<file path="config.mk">
export PLATFORM = sky130hd
export DESIGN_NAME = tower_slot_ledger
export DESIGN_NICKNAME = d
export VERILOG_FILES = /design/src/rtl/tower_slot_ledger.sv
export SDC_FILE = /design/constraint.sdc
export NUM_CORES = 1
export LEC_CHECK = 0
export CAP_MARGIN = 20
export CORE_AREA = 4 4 85 87
export CTS_CLUSTER_SIZE = 24
export DETAILED_ROUTE_END_ITERATION = 12
export DIE_AREA = 0 0 89 91
export GPL_TIMING_DRIVEN = 0
export MAX_ROUTING_LAYER = met4
export SKIP_CTS_REPAIR_TIMING = 1
export SYNTH_ARGS = -nofsm -noshare
export SYNTH_HDL_FRONTEND = slang
export SYNTH_SLANG_ARGS = --single-unit
</file>
<file path="constraint.sdc">
create_clock -name Clk -period 3.8 [get_ports Clk]
set_clock_uncertainty 0.15 [all_clocks]
set_input_delay 0.57 -clock Clk [delete_from_list [all_inputs] [get_ports Clk]]
set_output_delay 0.57 -clock Clk [all_outputs]
set_load 0.05 [all_outputs]
</file>
<file path="src/rtl/tower_slot_ledger.sv">
// Tower-occupancy ledger: arbitrates place/sell requests and owns fi_used_array.
// Optional `define SCORE_CONFIRM_EN: SETTLE also waits for a score change, 64-cycle timeout.
module tower_slot_ledger #(
  parameter int TOWER_COST    = 30,
  parameter int SETTLE_CYCLES = 4
) (
  input  logic        Clk,
  input  logic        Reset,
  input  logic        place_req,
  input  logic        sell_req,
  input  logic [2:0]  slot,
  input  logic [31:0] score,
  output logic [7:0]  fi_used_array,
  output logic        busy,
  output logic        grant,
  output logic        deny,
  output logic [1:0]  deny_code
`ifdef SCORE_CONFIRM_EN
  ,
  output logic        confirm_timeout
`endif
);

  localparam logic [1:0] ST_IDLE   = 2'd0;
  localparam logic [1:0] ST_CHECK  = 2'd1;
  localparam logic [1:0] ST_COMMIT = 2'd2;
  localparam logic [1:0] ST_SETTLE = 2'd3;

  localparam logic signed [31:0] COST_S      = TOWER_COST;
  localparam logic [7:0]         SETTLE_LOAD = 8'(SETTLE_CYCLES);

  logic [1:0]         state;
  logic [2:0]         slot_q;
  logic               is_place;
  logic signed [31:0] score_snap;
  logic [7:0]         settle_cnt;
`ifdef SCORE_CONFIRM_EN
  logic [5:0]         settle_age;
`endif

  always_comb begin
    busy = (state != ST_IDLE);
  end

  always_ff @(posedge Clk) begin
    if (Reset) begin
      state         <= ST_IDLE;
      slot_q        <= '0;
      is_place      <= 1'b0;
      score_snap    <= '0;
      settle_cnt    <= '0;
      fi_used_array <= '0;
      grant         <= 1'b0;
      deny          <= 1'b0;
      deny_code     <= '0;
`ifdef SCORE_CONFIRM_EN
      settle_age      <= '0;
      confirm_timeout <= 1'b0;
`endif
    end else begin
      grant     <= 1'b0;
      deny      <= 1'b0;
      deny_code <= '0;
`ifdef SCORE_CONFIRM_EN
      confirm_timeout <= 1'b0;
`endif
      case (state)
        ST_IDLE: begin
          if (place_req || sell_req) begin
            slot_q     <= slot;
            is_place   <= place_req;
            score_snap <= score;
            state      <= ST_CHECK;
          end
        end
        // The bit update and grant are registered on the CHECK edge so both
        // become visible during the COMMIT cycle.
        ST_CHECK: begin
          if (is_place) begin
            if (fi_used_array[slot_q]) begin
              deny      <= 1'b1;
              deny_code <= 2'b01;
              state     <= ST_IDLE;
            end else if (score_snap < COST_S) begin
              deny      <= 1'b1;
              deny_code <= 2'b10;
              state     <= ST_IDLE;
            end else begin
              fi_used_array[slot_q] <= 1'b1;
              grant                 <= 1'b1;
              state                 <= ST_COMMIT;
            end
          end else begin
            if (!fi_used_array[slot_q]) begin
              deny      <= 1'b1;
              deny_code <= 2'b11;
              state     <= ST_IDLE;
            end else begin
              fi_used_array[slot_q] <= 1'b0;
              grant                 <= 1'b1;
              state                 <= ST_COMMIT;
            end
          end
        end
        ST_COMMIT: begin
          settle_cnt <= SETTLE_LOAD;
          state      <= ST_SETTLE;
`ifdef SCORE_CONFIRM_EN
          settle_age <= '0;
`endif
        end
        ST_SETTLE: begin
`ifdef SCORE_CONFIRM_EN
          settle_age <= settle_age + 6'd1;
          if (settle_cnt != 8'd0) begin
            settle_cnt <= settle_cnt - 8'd1;
          end
          // Minimum hold elapses when the counter passes 1; then wait for the score to move.
          if ((settle_cnt <= 8'd1) && (score != score_snap)) begin
            settle_cnt <= '0;
            state      <= ST_IDLE;
          end else if (settle_age == 6'd63) begin
            settle_cnt      <= '0;
            confirm_timeout <= 1'b1;
            state           <= ST_IDLE;
          end
`else
          if (settle_cnt <= 8'd1) begin
            settle_cnt <= '0;
            state      <= ST_IDLE;
          end else begin
            settle_cnt <= settle_cnt - 8'd1;
          end
`endif
        end
        default: state <= ST_IDLE;
      endcase
    end
  end

endmodule
</file>
* Word level (Yosys, flattened, before mapping)
Cells that the tools add are included.
Widths: inputs -> output; s select.
** Storage, ports and cells
- Bits in registers :: 58
- Input bits :: 39
- Memories kept :: 0
- Bits in latches :: 0
- Word-level logic and storage cells :: 64
- Bits in read-only memories :: 0
- Bits in writable memories :: 0
** Operators by class
- Bitwise logic cells :: 4
- Reductions and logical operators :: 10
- Multiplexer cells :: 29
- Eq/ne operators :: 7
- Shifts and indexed selects :: 0
- Div/mod/pow operators :: 0
- $add $sub $neg :: 1
- $mul :: 0
- Order comparisons :: 4
** Operator list (number)
- $mux 8 :: 5
- $lt 32x6->1 const B :: 1
- $mux 2 :: 10
- $pmux 8 s2 :: 1
- $mux 1 :: 10
- $and 8x8->8 :: 1
- $le 8x1->1 const B :: 1
- $ne 2x2->1 const B :: 4
- $not 8->8 :: 1
- $or 8x8->8 :: 1
- $pmux 2 s4 :: 1
- $sub 8x1->8 const B :: 1
- $reduce_bool 2->1 :: 3
- $eq 2x2->1 const B :: 2
- $lt 3x4->1 const B :: 1
- $reduce_and 2->1 :: 2
- $reduce_and 4->1 :: 1
- $bmux 1 s3 :: 1
- $demux 1 s3 :: 1
- $ge 3x1->1 const B :: 1
- $eq 2x1->1 const B :: 1
- $logic_not 2->1 :: 1
- $reduce_or 2->1 :: 1
- $logic_and 1x1->1 :: 1
- 2 further kinds :: 2

* Depth between registers and ports, before layout
Gate-level depths: netlist of run 1.
- Depth in word-level cells :: 8
- Mapped depth :: 10

* Least setup slack after synthesis of run 1
OpenSTA, ideal clock, no wires.
- Kind :: reg-to-reg
- Start :: reg (tool-made name)
- End :: reg (tool-made name)
- Setup time :: 88 ps
- Data required time :: 3562 ps
- Arrival time :: 2364 ps
- Cell stages (with the launch flop) :: 9
- Setup slack :: 1198 ps
- Cell sequence :: dfxtp_1 > mux2i_1 > o32ai_1 > nor2_2 > ha_1 > or3b_2 > nor2_1 > nand4_2 > o31ai_1

==> results of run 1 <==
-- per-layer routing --
metal	vias to the layer above	global-route usage
met2	53	0.212
met1	988	0.201
met3	13	0.0507
met4	0	0.0633
li1	1123	-
met5	-	-
-- worst max-delay path, delay by kind of cell, from the launching register on --
family                     cells  cell delay, ps
and+or+nand+nor                5            1220
DFF                            1             300
AOI/OAI and AO/OA              3             610
buffers and inverters          1             170
adders and majority gates      1             200
-- cells by family after synthesis --
family / Yosys count / share of synthesized area
simple gates: 126 / 0.249
compound gates: 72 / 0.189
flops: 57 / 0.483
buf+inv: 24 / 0.0392
xor+xnor: 3 / 0.0111
mux: 3 / 0.0127
fa+ha+maj: 3 / 0.0159
-- metrics by stage --
step	setup WS (ps)	utilization	std cells	power [mW]
final	1030	0.503	430	1.54
after global routing	809	0.503	430	1.61
after CTS	1020	0.503	430	1.55
after detailed placement	1050	0.464	414	0.857
after global placement	1070	0.464	414	0.856
after floorplan	1200	-	288	0.778
-- power groups by stage --
stage	clock (mW)	combinational [mW]	sequential (mW)
after detailed placement	0	0.196	0.661
final	0.694	0.196	0.648
after global routing	0.737	0.220	0.652
after CTS	0.709	0.198	0.648
after floorplan	0	0.112	0.666
after global placement	0	0.195	0.660
-- final timing paths --
kind / slack [ps] / cells after the start / endpoint / from
worst min-delay path: 300 / 2 / score_snap[8] / score_snap[8]
worst max register to register: 1030 / 10 / flip-flop / slot_q[2]
worst min register to register: 300 / 2 / score_snap[8] / score_snap[8]
worst max-delay path: 1030 / 10 / flip-flop / slot_q[2]
-- final cells by class --
type / count / area [sq um] / area share
buffer: 17 / 66.3 / 0.0208
sequential: 57 / 1140 / 0.358
multi-input combinational: 207 / 1130 / 0.353
timing repair buffer: 49 / 490 / 0.154
clock inverter: 5 / 103 / 0.0321
tap: 77 / 96.3 / 0.0302
inverter: 7 / 26.3 / 0.00823
clock buffer: 11 / 141 / 0.0443
-- cell usage after synthesis, types with 2 or more instances --
cell type	n
nand2_1	79
dfxtp_1	57
a21oi_1	38
clkbuf_1	15
nor2_1	14
o211ai_1	8
o31ai_1	8
inv_1	6
nor4_1	6
nor3_1	5
a22o_1	4
ha_1	3
mux2i_1	3
nand2b_1	3
o21ai_0	3
xor2_1	3
a21o_1	2
nand3_1	2
nand4_1	2
==> results.toml, run 1 <==
[status]
outcome = "complete, no violations"

[die]
num_rows = 29
ios = 52
die_w_um = 89
dieArea_sq_um = 8100
core_area_sq_um = 6350
start_util = 0.372
die_h_um = 91

[grt]
grt_pass1_vias = 2054
grt_pass1_wl_um = 9370
gr-usage-all-layers = 0.152
grt_max_degree = 11
grt_overflow = 0
antenna_found_initial = 0

[yosys]
syn_area_per_cell_sq_um = 8.20
yosysSeqAreaShare = 0.483
yosysWarnings = 0
synthesis.area_sq_um = 2360
synthTopCellsByArea = "dfxtp_1, nand2_1, a21oi_1"
synthFlopType = "dfxtp_1"
synth_fp_nets = 330
synth-async-reset-ratio = 0
yosys.area.top_type = "dfxtp_1"
yosysTopAreaCellShare = 0.483
ys_ff_latch = 57
synth_edf_count = 0
synthCells = 288
synth_cell_types = 46

[drt]
drcViolationCount = 0
detail-route-antenna-nets = 0
met3_length_um = 303
wirelength_um = 5530
maxUsedRoutingLayer = "met4"
drtIter0Drc = 107
routed-wl-met2_um = 2450
drt-pass1-iter-count = 4
via_per_inst = 5.06
vias = 2177
met1_length_um = 2660
wl_per_cell_um = 12.9

[sta]
setup_viol = 0
rsz0062_at_grt = "false"
finalMaxSlewViolations = 0
finalCritPeriodShare = 0.728
max_slew_margin = 0.635
finalHoldViolations = 0
hold-worst-slack_ps = 305
post-route-min-period_ps = 2770
fin_setup_tns_ps = 0
fmax_mhz = 361
tightestPinTransition_ps = 546

[pwr]
pwr-share-comb = 0.127
p_int_mw = 1.17
p_per_area_nw_per_um2 = 482
switching_share = 0.240
leakage_nw = 1.20
power.switching_uw = 370
ir_drop_uv = 220
power.share.sequential = 0.421
power.clock.fraction = 0.452

[critical_path]
cp.arrival_ps = 2840
critPathMaxFanout = 8
cp_cell_sequence = "clkbuf_2 > or2_0 > o221ai_1 > nor2_2 > ha_1 > or3b_2 > nor2_1 > nand2_1 > o211ai_1 > o31ai_1"
startpoint_type = "flip-flop"
cp.required_ps = 3870
critPathSlowestCell = "or3b_2"
max_stage_delay_ps = 450
criticalPathCategory = "reg -> reg"
crit_path_end_kind = "flip-flop"

[layout]
diodes = 0
fillers = 635
layout_commonest_cell = "nand2_1"
drive_gt1_frac = 0.0680
layout.nets = 390
syn_to_final_growth_pct = 35.2
final_cell_area_sq_um = 3190
layout_common_cells = "nand2_1, dfxtp_1, clkdlybuf4s50_1, a21oi_1, clkbuf_1"

[min_path]
min_path_type = "reg -> reg"

[clock_network]
cts-buffers-inserted = 9
clkTransAtPathRegs_ps = 60
clk_latency_ps = 340
cts_tree = "yes"
cts-htree-levels = 3
cts_max_path_buffers = 2
root_buffer = "clkbuf_8"
cts_sinks = 57

[placed_design]
routabilityCongestion = 0.810
postPlaceCellArea_sq_um = 2950
dp_hpwl_um = 3970
port_buffers = 49

[job]
drv_cap = 0
No activity file was read; power rests on OpenSTA's default activity.
==> run 2: changes to the inputs <==
==> constraint.sdc (replaced) <==
create_clock -name Clk -period 2.8 [get_ports Clk]
set_clock_uncertainty 0.15 [all_clocks]
set_input_delay 0.42 -clock Clk [delete_from_list [all_inputs] [get_ports Clk]]
set_output_delay 0.42 -clock Clk [all_outputs]
set_load 0.05 [all_outputs]
==> run 2 against run 1 <==
Clock-buffer cell count stayed put; critical path type unchanged; utilization grew 0.49 points; largest power group unchanged; combinational power grew 38%.
==> results.toml, run 2 (same netlist as run 1, synthesis figures left out) <==
[drt]
vias = 2180
detail-route-antenna-nets = 0
drt-pass1-iter-count = 4
drcViolationCount = 0
via_per_inst = 5.07
drtIter0Drc = 114
wirelength_um = 5610
wl_per_cell_um = 13.0

[die]
core_area_sq_um = 6350
die_h_um = 91
ios = 52
dieArea_sq_um = 8100
num_rows = 29
die_w_um = 89
start_util = 0.372

[pwr]
power_mw = 2.09
p_per_area_nw_per_um2 = 649
power.share.sequential = 0.420
pwr-share-comb = 0.130
switching_share = 0.241
power.clock.fraction = 0.450
ir_drop_uv = 298
p_int_mw = 1.59
power.switching_uw = 504
leakage_nw = 1.21

[critical_path]
reg2reg_slack_ps = 170
r2r-start = "slot_q[2]"
cp.arrival_ps = 2700
crit_path_end_kind = "flip-flop"
critPathMaxFanout = 8
cp.required_ps = 2870
criticalPathCategory = "reg -> reg"
worstRegToRegCells = 10
startpoint_type = "flip-flop"

[grt]
grt_pass1_vias = 2054
grt_pass1_wl_um = 9370
antenna_found_initial = 0
gr-usage-all-layers = 0.152
grt_overflow = 0
grt_max_degree = 11

[placed_design]
routabilityCongestion = 0.810
postPlaceCellArea_sq_um = 2950
dp_hpwl_um = 3970
port_buffers = 49

[clock_network]
cts-buffers-inserted = 9
cts-htree-levels = 3
cts_sinks = 57
cts_tree = "yes"
cts_max_path_buffers = 2
clkTransAtPathRegs_ps = 60
root_buffer = "clkbuf_8"
clk_latency_ps = 340

[sta]
max_slew_margin = 0.619
hold-worst-slack_ps = 305
fin_setup_tns_ps = 0
finalCritPeriodShare = 0.941
tightestPinTransition_ps = 564
post-route-min-period_ps = 2630
setup_viol = 0
finalMaxSlewViolations = 0
fmax_mhz = 380
finalHoldViolations = 0

[min_path]
whs_path_depth = 2
whs_endpoint = "score_snap[8]"
min-delay-start = "score_snap[8]"
min_path_type = "reg -> reg"

[layout]
drive_gt1_frac = 0.0822
layout_commonest_cell = "nand2_1"
final_core_util = 0.508
diodes = 0
syn_to_final_growth_pct = 36.5
layout_common_cells = "nand2_1, dfxtp_1, clkdlybuf4s50_1, a21oi_1, clkbuf_1"
final_cell_area_sq_um = 3220
layout.nets = 390

[status]
outcome = "complete, no violations"

[job]
drv_cap = 0
-- run 2: cell counts in the layout (fill, tap and decap cells not counted) --
Identical to the previous run, type by type.
-- run 2: critical path, stage by stage, from the launching register on --
cell      delay [ps]
dfxtp_1          310
clkbuf_2         210
nand2b_1         190
o32ai_2          220
nor2_2           140
ha_1             190
or3b_2           450
nor2_1           160
nand2_1          160
o211ai_1         220
o31ai_1          100
-- run 2: stage by stage --
step / cells / worst slack (ps)
global route: 430 / -29.7
finish: 430 / 166
floorplan: 288 / 198
CTS: 430 / 23.9
detailed placement: 414 / 51.0
global placement: 414 / 72.4
-- run 2: power by group through the flow --
stage / sequential, mW / clock, mW / combinational, mW
floorplan: 0.904 / 0 / 0.152
global placement: 0.896 / 0 / 0.265
detailed placement: 0.897 / 0 / 0.267
CTS: 0.879 / 0.962 / 0.268
global route: 0.884 / 1.00 / 0.305
finish: 0.879 / 0.942 / 0.271
-- run 2: cell type report --
type	instances	area, sq um
inverter	7	26.3
tap	77	96.3
fill	632	3130
timing repair buffer	49	490
clock buffer	11	141
buffer	17	67.6
clock inverter	5	103
multi-input combinational	207	1160
sequential	57	1140
-- run 2: worst max path at each step --
| stage | slack, ps | startpoint | to |
|---|---|---|---|
| 3_3_place_gp | 70 | slot_q[0] | flip-flop |
| 3_5_place_dp | 50 | slot_q[2] | flip-flop |
| 4_1_cts | 20 | slot_q[2] | flip-flop |
| 6_report | 170 | slot_q[2] | flip-flop |
| 5_1_grt | -30 | slot_q[2] | flip-flop |
| 2_1_floorplan | 200 | flip-flop | flip-flop |
-- run 2: per-layer routing --
metal / routed length (um) / share of wire / global-route usage
met1: 2680 / 0.48 / 0.201
met2: 2520 / 0.45 / 0.212
met3: 307 / 0.055 / 0.0507
met4: 98 / 0.017 / 0.0633
met5: 0 / 0 / -
==> run 3: changes to the inputs <==
==> constraint.sdc (replaced) <==
create_clock -name Clk -period 3.3 [get_ports Clk]
set_clock_uncertainty 0.15 [all_clocks]
set_input_delay 0.495 -clock Clk [delete_from_list [all_inputs] [get_ports Clk]]
set_output_delay 0.495 -clock Clk [all_outputs]
set_load 0.05 [all_outputs]
==> results of run 3 <==
The final DEF is identical to that of run 1. Status: complete, no violations.
Among the figures that moved: setup slack after placement 1050 ps -> 551 ps; setup slack after layout 1030 ps -> 533 ps; register-to-register setup slack 1030 ps -> 530 ps; total power 1.54 mW -> 1.77 mW; worst IR drop on VDD 220 uV -> 253 uV
